<file path="config.mk">
export PLATFORM = sky130hd
export DESIGN_NAME = qspi_cmd_sequencer
export DESIGN_NICKNAME = d
export VERILOG_FILES = /design/src/rtl/qspi_pkg.sv /design/src/rtl/qspi_cmd_sequencer.sv
export SDC_FILE = /design/constraint.sdc
export NUM_CORES = 1
export LEC_CHECK = 0
export ABC_AREA = 0
export BUFFER_PORTS_ARGS = -buffer_cell sky130_fd_sc_hd__buf_2
export CAP_MARGIN = 20
export CORE_MARGIN = 2
export CORE_UTILIZATION = 41
export CTS_BUF_LIST = sky130_fd_sc_hd__clkbuf_16
export DETAILED_ROUTE_END_ITERATION = 10
export REMOVE_ABC_BUFFERS = 1
export SYNTH_ARGS = -nofsm -noshare
export SYNTH_HDL_FRONTEND = slang
export SYNTH_SLANG_ARGS = --single-unit
</file>
<file path="constraint.sdc">
create_clock -name clk_i -period 2.81 [get_ports clk_i]
set_input_delay 0.1405 -clock clk_i [delete_from_list [all_inputs] [get_ports clk_i]]
set_output_delay 0.1405 -clock clk_i [all_outputs]
set_load 0.05 [all_outputs]
</file>
<file path="src/rtl/qspi_pkg.sv">
// ---------------------------------------------------------------------------
// qspi_pkg
// Types and defaults shared by the QSPI command sequencer and the byte
// shifter that sits between it and the flash pins.
//   lane_mode_e  : lane width used for one byte (single / dual / quad)
//   seq_state_e  : sequencer transaction phase
//   CS_HIGH_CYCLES_DEFAULT : default minimum chip-select high time
//   lane_norm()  : maps the reserved lane encoding onto single-lane
// ---------------------------------------------------------------------------
package qspi_pkg;

  localparam int CS_HIGH_CYCLES_DEFAULT = 2;
  localparam int ADDR_BYTES_DEFAULT     = 3;

  typedef enum logic [1:0] {
    LANE_SINGLE = 2'b00,
    LANE_DUAL   = 2'b01,
    LANE_QUAD   = 2'b10,
    LANE_RSVD   = 2'b11
  } lane_mode_e;

  typedef enum logic [2:0] {
    SEQ_IDLE  = 3'd0,
    SEQ_CMD   = 3'd1,
    SEQ_ADDR  = 3'd2,
    SEQ_DUMMY = 3'd3,
    SEQ_DATA  = 3'd4,
    SEQ_DESEL = 3'd5
  } seq_state_e;

  // The reserved encoding is run as a single-lane byte so a bad mode
  // field never produces an undefined pin pattern in the shifter.
  function automatic lane_mode_e lane_norm(input logic [1:0] raw);
    lane_mode_e m;
    m = lane_mode_e'(raw);
    if (m == LANE_RSVD) begin
      m = LANE_SINGLE;
    end
    return m;
  endfunction

endpackage

</file>
<file path="src/rtl/qspi_cmd_sequencer.sv">
// ---------------------------------------------------------------------------
// qspi_cmd_sequencer
// Walks one flash transaction through command, address, dummy and data
// phases, handing one byte at a time to an external lane shifter, then
// holds chip select high for a minimum deselect time.
//
// Ports
//   clk_i, rst_n_i             : clock, asynchronous active-low reset
//   req_valid_i / req_ready_o  : request handshake (ready only when idle)
//   cmd_i, addr_i, addr_en_i   : opcode, address, address phase present
//   dummy_i, len_i, wr_i       : dummy cycles, data byte count, direction
//   cmd/addr/data_mode_i       : lane mode per phase (11 runs as single)
//   abort_i                    : terminate the running transaction
//   wdata_i/_valid_i/_ready_o  : write byte stream into the flash
//   rdata_o / rdata_valid_o    : read byte stream, no backpressure
//   done_o / aborted_o         : completion pulse, aborted qualifier
//   cs_o                       : flash chip select, active-low
//   sh_start_o, sh_byte_o, sh_mode_o, sh_dir_o : byte command to shifter
//   sh_done_i, sh_byte_i       : shifter byte completion and captured byte
// ---------------------------------------------------------------------------
module qspi_cmd_sequencer
  import qspi_pkg::*;
#(
  parameter int ADDR_BYTES     = ADDR_BYTES_DEFAULT,
  parameter int CS_HIGH_CYCLES = CS_HIGH_CYCLES_DEFAULT
) (
  input  logic        clk_i,
  input  logic        rst_n_i,
  input  logic        req_valid_i,
  output logic        req_ready_o,
  input  logic [7:0]  cmd_i,
  input  logic [31:0] addr_i,
  input  logic        addr_en_i,
  input  logic [3:0]  dummy_i,
  input  logic [8:0]  len_i,
  input  logic        wr_i,
  input  logic [1:0]  cmd_mode_i,
  input  logic [1:0]  addr_mode_i,
  input  logic [1:0]  data_mode_i,
  input  logic        abort_i,
  input  logic [7:0]  wdata_i,
  input  logic        wdata_valid_i,
  output logic        wdata_ready_o,
  output logic [7:0]  rdata_o,
  output logic        rdata_valid_o,
  output logic        done_o,
  output logic        aborted_o,
  output logic        cs_o,
  output logic        sh_start_o,
  output logic [7:0]  sh_byte_o,
  output logic [1:0]  sh_mode_o,
  output logic        sh_dir_o,
  input  logic        sh_done_i,
  input  logic [7:0]  sh_byte_i
);

  // Registered request fields, held for the whole transaction.
  logic [7:0]  cmd_q;
  logic [31:0] addr_q;
  logic        addr_en_q;
  logic [3:0]  dummy_q;
  logic [8:0]  len_q;
  logic        wr_q;
  logic [1:0]  cmd_mode_q;
  logic [1:0]  addr_mode_q;
  logic [1:0]  data_mode_q;

  // Sequencer state and counters.
  seq_state_e  state_q, state_d;
  logic        pend_q, pend_d;
  logic [1:0]  byte_idx_q, byte_idx_d;
  logic [8:0]  cnt_q, cnt_d;
  logic [3:0]  wait_q, wait_d;
  logic        done_q, done_d;
  logic        aborted_q, aborted_d;
  logic [7:0]  rdata_q, rdata_d;
  logic        rdata_valid_q, rdata_valid_d;

  logic        accept;
  logic        byte_done;
  logic        abort_now;
  logic        enter_tail;
  logic        go_desel;

  assign accept    = req_valid_i && (state_q == SEQ_IDLE);
  // A completion only counts while a byte is actually outstanding; stray
  // shifter pulses in other phases fall through here.
  assign byte_done = pend_q && sh_done_i;
  assign abort_now = abort_i && (state_q == SEQ_CMD  || state_q == SEQ_ADDR ||
                                 state_q == SEQ_DUMMY || state_q == SEQ_DATA);

  // Capture every request field on acceptance so the requester may change
  // its inputs as soon as the handshake completes.
  always_ff @(posedge clk_i or negedge rst_n_i) begin
    if (!rst_n_i) begin
      cmd_q       <= '0;
      addr_q      <= '0;
      addr_en_q   <= 1'b0;
      dummy_q     <= '0;
      len_q       <= '0;
      wr_q        <= 1'b0;
      cmd_mode_q  <= '0;
      addr_mode_q <= '0;
      data_mode_q <= '0;
    end else if (accept) begin
      cmd_q       <= cmd_i;
      addr_q      <= addr_i;
      addr_en_q   <= addr_en_i;
      dummy_q     <= dummy_i;
      len_q       <= len_i;
      wr_q        <= wr_i;
      cmd_mode_q  <= cmd_mode_i;
      addr_mode_q <= addr_mode_i;
      data_mode_q <= data_mode_i;
    end
  end

  // State register plus counters and the registered output pulses.
  always_ff @(posedge clk_i or negedge rst_n_i) begin
    if (!rst_n_i) begin
      state_q       <= SEQ_IDLE;
      pend_q        <= 1'b0;
      byte_idx_q    <= '0;
      cnt_q         <= '0;
      wait_q        <= '0;
      done_q        <= 1'b0;
      aborted_q     <= 1'b0;
      rdata_q       <= '0;
      rdata_valid_q <= 1'b0;
    end else begin
      state_q       <= state_d;
      pend_q        <= pend_d;
      byte_idx_q    <= byte_idx_d;
      cnt_q         <= cnt_d;
      wait_q        <= wait_d;
      done_q        <= done_d;
      aborted_q     <= aborted_d;
      rdata_q       <= rdata_d;
      rdata_valid_q <= rdata_valid_d;
    end
  end

  // Next-state and shifter command logic. pend_q marks an outstanding byte
  // so a new sh_start_o is issued only after the shifter reports done.
  // An abort suppresses any start in its own cycle and overrides whatever
  // the phase logic decided, including a coincident read byte.
  always_comb begin
    state_d       = state_q;
    pend_d        = pend_q;
    byte_idx_d    = byte_idx_q;
    cnt_d         = cnt_q;
    wait_d        = wait_q;
    done_d        = 1'b0;
    aborted_d     = 1'b0;
    rdata_d       = rdata_q;
    rdata_valid_d = 1'b0;
    sh_start_o    = 1'b0;
    sh_byte_o     = 8'h00;
    sh_mode_o     = LANE_SINGLE;
    sh_dir_o      = 1'b0;
    wdata_ready_o = 1'b0;
    enter_tail    = 1'b0;
    go_desel      = 1'b0;

    unique case (state_q)
      SEQ_IDLE: begin
        if (req_valid_i) begin
          state_d = SEQ_CMD;
          pend_d  = 1'b0;
        end
      end

      SEQ_CMD: begin
        sh_byte_o = cmd_q;
        sh_mode_o = lane_norm(cmd_mode_q);
        sh_dir_o  = 1'b1;
        if (!pend_q && !abort_i) begin
          sh_start_o = 1'b1;
          pend_d     = 1'b1;
        end
        if (byte_done) begin
          pend_d = 1'b0;
          if (addr_en_q) begin
            state_d    = SEQ_ADDR;
            byte_idx_d = 2'(ADDR_BYTES - 1);
          end else begin
            enter_tail = 1'b1;
          end
        end
      end

      SEQ_ADDR: begin
        sh_byte_o = addr_q[{byte_idx_q, 3'b000} +: 8];
        sh_mode_o = lane_norm(addr_mode_q);
        sh_dir_o  = 1'b1;
        if (!pend_q && !abort_i) begin
          sh_start_o = 1'b1;
          pend_d     = 1'b1;
        end
        if (byte_done) begin
          pend_d = 1'b0;
          if (byte_idx_q == 2'd0) begin
            enter_tail = 1'b1;
          end else begin
            byte_idx_d = byte_idx_q - 2'd1;
          end
        end
      end

      SEQ_DUMMY: begin
        if (wait_q <= 4'd1) begin
          wait_d = '0;
          if (len_q != 9'd0) begin
            state_d = SEQ_DATA;
            cnt_d   = len_q;
          end else begin
            go_desel = 1'b1;
          end
        end else begin
          wait_d = wait_q - 4'd1;
        end
      end

      SEQ_DATA: begin
        sh_mode_o = lane_norm(data_mode_q);
        sh_dir_o  = wr_q;
        if (wr_q) begin
          sh_byte_o = wdata_i;
          if (!pend_q && wdata_valid_i && !abort_i) begin
            sh_start_o    = 1'b1;
            wdata_ready_o = 1'b1;
            pend_d        = 1'b1;
          end
        end else if (!pend_q && !abort_i) begin
          sh_start_o = 1'b1;
          pend_d     = 1'b1;
        end
        if (byte_done) begin
          pend_d = 1'b0;
          cnt_d  = cnt_q - 9'd1;
          if (!wr_q) begin
            rdata_valid_d = 1'b1;
            rdata_d       = sh_byte_i;
          end
          if (cnt_q == 9'd1) begin
            go_desel = 1'b1;
          end
        end
      end

      SEQ_DESEL: begin
        pend_d = 1'b0;
        if (wait_q <= 4'd1) begin
          wait_d  = '0;
          state_d = SEQ_IDLE;
        end else begin
          wait_d = wait_q - 4'd1;
        end
      end

      default: begin
        state_d = SEQ_IDLE;
      end
    endcase

    // After the header bytes: dummy gap, then data, then deselect, each
    // skipped when its length is zero.
    if (enter_tail) begin
      if (dummy_q != 4'd0) begin
        state_d = SEQ_DUMMY;
        wait_d  = dummy_q;
      end else if (len_q != 9'd0) begin
        state_d = SEQ_DATA;
        cnt_d   = len_q;
      end else begin
        go_desel = 1'b1;
      end
    end

    if (go_desel) begin
      state_d = SEQ_DESEL;
      wait_d  = 4'(CS_HIGH_CYCLES);
      done_d  = 1'b1;
      pend_d  = 1'b0;
    end

    if (abort_now) begin
      state_d       = SEQ_DESEL;
      wait_d        = 4'(CS_HIGH_CYCLES);
      done_d        = 1'b1;
      aborted_d     = 1'b1;
      pend_d        = 1'b0;
      rdata_valid_d = 1'b0;
      rdata_d       = rdata_q;
    end
  end

  // Chip select is low only while a transaction phase is active, so an
  // asynchronous reset forces it high immediately through state_q.
  assign cs_o          = (state_q == SEQ_IDLE) || (state_q == SEQ_DESEL);
  assign req_ready_o   = (state_q == SEQ_IDLE);
  assign done_o        = done_q;
  assign aborted_o     = aborted_q;
  assign rdata_o       = rdata_q;
  assign rdata_valid_o = rdata_valid_q;

endmodule

</file>
==> impl_metrics.xml <==
<?xml version="1.0" encoding="UTF-8"?>
<metrics>
  <group name="sta">
    <metric name="max_freq" unit="MHz">394</metric>
    <metric name="finalClockSkew" unit="ns">0.00797</metric>
    <metric name="timing.slew.headroom" unit="%">49.1</metric>
    <metric name="layout_worst_path_cycle_share" unit="%">90.3</metric>
    <metric name="slew_viol_final" unit="">0</metric>
    <metric name="post-route-worst-setup-slack" unit="ns">0.271</metric>
    <metric name="period_needed" unit="ns">2.54</metric>
    <metric name="final.setup.tns" unit="ns">0</metric>
    <metric name="hold_viol_final" unit="">0</metric>
    <metric name="tightestPinTransition" unit="ns">0.757</metric>
    <metric name="setup_viol" unit="">0</metric>
    <metric name="fin_hold_ws" unit="ns">0.0164</metric>
    <metric name="rsz_0062_raised_after_global_routing" unit="">false</metric>
  </group>
  <group name="global_routing">
    <metric name="grt_pass1_wl" unit="mm">17.8</metric>
    <metric name="grt_pass1_vias" unit="">3475</metric>
    <metric name="global_route.usage.total" unit="%">19.5</metric>
    <metric name="grt_overflow_total" unit="">0</metric>
    <metric name="grt_antenna_before_repair" unit="">0</metric>
    <metric name="grt_start_max_net_pins" unit="">57</metric>
  </group>
  <group name="outcome">
    <metric name="outcome" unit="">finished, final reports clean</metric>
  </group>
  <group name="placed_design">
    <metric name="dpl_cell_area" unit="sq mm">0.00527</metric>
    <metric name="hpwl" unit="mm">7.83</metric>
    <metric name="routabilityCongestion" unit="">0.815</metric>
    <metric name="place_ws" unit="ns">0.592</metric>
    <metric name="buffer_ports.inserted" unit="">108</metric>
  </group>
  <group name="synthesis">
    <metric name="synth_flop_cell" unit="">dfrtp_1</metric>
    <metric name="yosysWarningCount" unit="">0</metric>
    <metric name="synth_edf_count" unit="">0</metric>
    <metric name="yosys_register_bits" unit="">91</metric>
    <metric name="synth-async-reset-ratio" unit="%">100</metric>
    <metric name="muxShareOfSynthArea" unit="%">20.8</metric>
    <metric name="synthesized_area" unit="sq mm">0.00455</metric>
    <metric name="post_synthesis_share_of_cell_area_spent_on_xor_and_xnor_gates" unit="%">1.35</metric>
    <metric name="synth-simple-area-share" unit="%">11.2</metric>
    <metric name="sequential_cell_area_fraction_in_the_yosys_report" unit="%">50.1</metric>
    <metric name="post_synth_inst_count" unit="">375</metric>
    <metric name="synth_top_family_by_area" unit="">multiplexers</metric>
    <metric name="synth_cell_types" unit="">57</metric>
    <metric name="share_of_synthesized_cell_area_in_full_adder_half_adder_and_majority_cells" unit="%">1.38</metric>
    <metric name="postSynthAreaPerCell" unit="sq um">12.1</metric>
    <metric name="compound_gate_fraction_of_synth_area" unit="%">11.3</metric>
  </group>
  <group name="clocking">
    <metric name="cts.sinks" unit="">91</metric>
    <metric name="cts_made_buffers" unit="">9</metric>
    <metric name="clk_transition_reported_paths" unit="ns">0.06</metric>
    <metric name="htree_num_levels" unit="">3</metric>
    <metric name="post_cts.resized_instances" unit="">0</metric>
    <metric name="cts_root_buffer" unit="">clkbuf_16</metric>
    <metric name="clk_latency" unit="ns">0.34</metric>
    <metric name="cts_tree" unit="">yes</metric>
    <metric name="clock_tree.buffer_depth" unit="">2</metric>
  </group>
  <group name="floorplanning">
    <metric name="start_util" unit="%">41.9</metric>
    <metric name="die_h" unit="um">109</metric>
    <metric name="floorplan.core_area" unit="sq mm">0.0108</metric>
    <metric name="die_outline_area" unit="sq mm">0.0119</metric>
    <metric name="die_w" unit="um">109</metric>
    <metric name="num_io_pins" unit="">109</metric>
    <metric name="cell_rows" unit="">38</metric>
  </group>
  <group name="drt">
    <metric name="routed_wire_length_per_instance" unit="um">16.9</metric>
    <metric name="route.final.wire_length" unit="mm">10.7</metric>
    <metric name="drt_first_iter_violations" unit="">157</metric>
    <metric name="vias" unit="">3441</metric>
    <metric name="firstDrtPassIters" unit="">5</metric>
    <metric name="detail_route.vias_per_cell" unit="">5.44</metric>
    <metric name="drc" unit="">0</metric>
    <metric name="drtAntennaViolNets" unit="">0</metric>
  </group>
  <group name="layout">
    <metric name="multi_input_area" unit="sq mm">0.00210</metric>
    <metric name="final_nets" unit="">575</metric>
    <metric name="finalInstanceArea" unit="sq mm">0.00559</metric>
    <metric name="mostFrequentLayoutCell" unit="">buf_2</metric>
    <metric name="final_layout_size_suffix_gt1_share" unit="%">44.7</metric>
    <metric name="mostFrequentLayoutCells" unit="">107 x buf_2, 91 x dfrtp_1, 66 x mux2_2, 21 x inv_1, 19 x nand2_1</metric>
    <metric name="antenna_cells_inserted" unit="">0</metric>
    <metric name="register_area" unit="sq mm">0.00228</metric>
    <metric name="area_delta_synth_final" unit="%">23.0</metric>
    <metric name="n_fill_cell" unit="">998</metric>
  </group>
  <group name="flow_run">
    <metric name="timing.max_cap.violations" unit="">0</metric>
  </group>
  <group name="critical_path">
    <metric name="r2r_start" unit="">state_q[1]$_DFF_PN0_</metric>
    <metric name="endpoint_kind" unit="">output port</metric>
    <metric name="setup_slack_of_the_most_critical_reg_to_reg_path" unit="ns">0.59</metric>
    <metric name="critical_path_arrival" unit="ns">2.40</metric>
    <metric name="cp-start-kind" unit="">flip-flop</metric>
    <metric name="critical_path_peak_fanout" unit="">18</metric>
    <metric name="worstPathRequired" unit="ns">2.67</metric>
    <metric name="path_class" unit="">reg2out</metric>
    <metric name="critical_path.startpoint" unit="">state_q[1]$_DFF_PN0_</metric>
  </group>
  <group name="worst_hold_path">
    <metric name="timing.hold.worst.class" unit="">in2reg</metric>
    <metric name="launch_point_of_the_worst_hold_path" unit="">data_mode_i[1]</metric>
  </group>
  <group name="pwr">
    <metric name="power_density" unit="mW/mm^2">1080</metric>
    <metric name="static-leakage-power" unit="uW">0.00255</metric>
    <metric name="total_power" unit="uW">6060</metric>
    <metric name="ir_drop" unit="mV">0.469</metric>
  </group>
</metrics>
## synthesized netlist by cell type (2+ instances only)
cell	n	area [sq um]
a21oi_1	8	40.0
a222oi_1	8	80.1
a22o_1	5	43.8
a22oi_1	5	37.5
a31oi_1	5	31.3
and3_1	2	12.5
buf_2	10	50.1
buf_4	2	15.0
clkbuf_1	7	26.3
dfrtp_1	91	2280
ha_1	5	62.6
inv_1	20	75.1
mux2_2	66	743
mux4_2	8	180
nand2_1	19	71.3
nand2b_1	2	12.5
nand3_1	9	45.0
nand3b_1	6	45.0
nor2_1	11	41.3
nor2b_1	3	18.8
nor3_1	9	45.0
nor3b_1	3	22.5
nor4_1	5	31.3
nor4b_1	4	35.0
o211a_1	2	20.0
o21a_1	2	15.0
o21ai_0	15	75.1
o22ai_1	2	12.5
o2bb2ai_1	4	35.0
o311ai_0	2	17.5
or3_1	3	18.8
or4_1	2	15.0
xnor2_1	5	43.8
xor2_1	2	17.5
## layout make-up
cell class	instances	share of cell area (%)
Tap cell	140	3.13
Multi-Input combinational cell	243	37.5
Timing Repair Buffer	122	11.9
Clock buffer	9	4.03
Sequential cell	91	40.7
Clock inverter	7	1.34
Inverter	20	1.34
## logic make-up after synthesis
family | after synthesis
XOR/XNOR | 7
adder cells (fa/ha/maj) | 5
AO/OA/AOI/OAI | 68
multiplexers | 76
AND/OR/NAND/NOR | 87
buffers and inverters | 41
flip-flops | 91
## stage by stage
stage | utilization [%] | instances
2_1_floorplan | - | 354
3_3_place_gp | 48.6 | 614
3_5_place_dp | 48.6 | 614
4_1_cts | 51.6 | 632
5_1_grt | 51.6 | 632
6_report | 51.6 | 632
## state kept, by name, indices dropped and copies added (netlist names), 3 cells and up
| register | flops |
|---|---|
| addr_q | 32 |
| cnt_q | 9 |
| len_q | 9 |
| cmd_q | 8 |
| rdata_o | 8 |
| dummy_q | 4 |
| wait_q | 4 |
| state_q | 3 |
## critical path: stages (launching register included)
cell     delay (ns)
dfrtp_1        0.58
or3b_4         0.56
nor2_1         0.12
buf_4          0.20
nor4b_1        0.26
buf_2          0.33
## where the power goes
| part | switching (uW) | internal [uW] |
|---|---|---|
| Clock | 530 | 697 |
| Sequential | 440 | 1920 |
| Combinational | 1400 | 1080 |
## final timing paths
path | end | depth (start not counted)
worst min register to register | rdata_o[5]$_DFFE_PN0P_ | 1
worst max-delay path | wdata_ready_o | 5
max in group asynchronous | cnt_q[8]$_DFF_PN0_ | 3
min in group asynchronous | rdata_o[3]$_DFFE_PN0P_ | 2
worst max register to register | rdata_o[7]$_DFFE_PN0P_ | 3
worst min-delay path | data_mode_q[1]$_DFFE_PN0P_ | 3
## layer usage
metal / track usage [%] / vias up / wire length (um)
li1: - / 1629 / -
met1: 27.3 / 1695 / 4950
met2: 30.7 / 110 / 4990
met3: 3.79 / 7 / 660
met4: 6.60 / 0 / 97
met5: 0 / - / 0
## timing repair
action                                 in CTS  in global routing
setup buffers                               0                  0
hold buffers                                2                  0
endpoints found under the hold margin      44                  0
(Power assumes the default switching activity.)
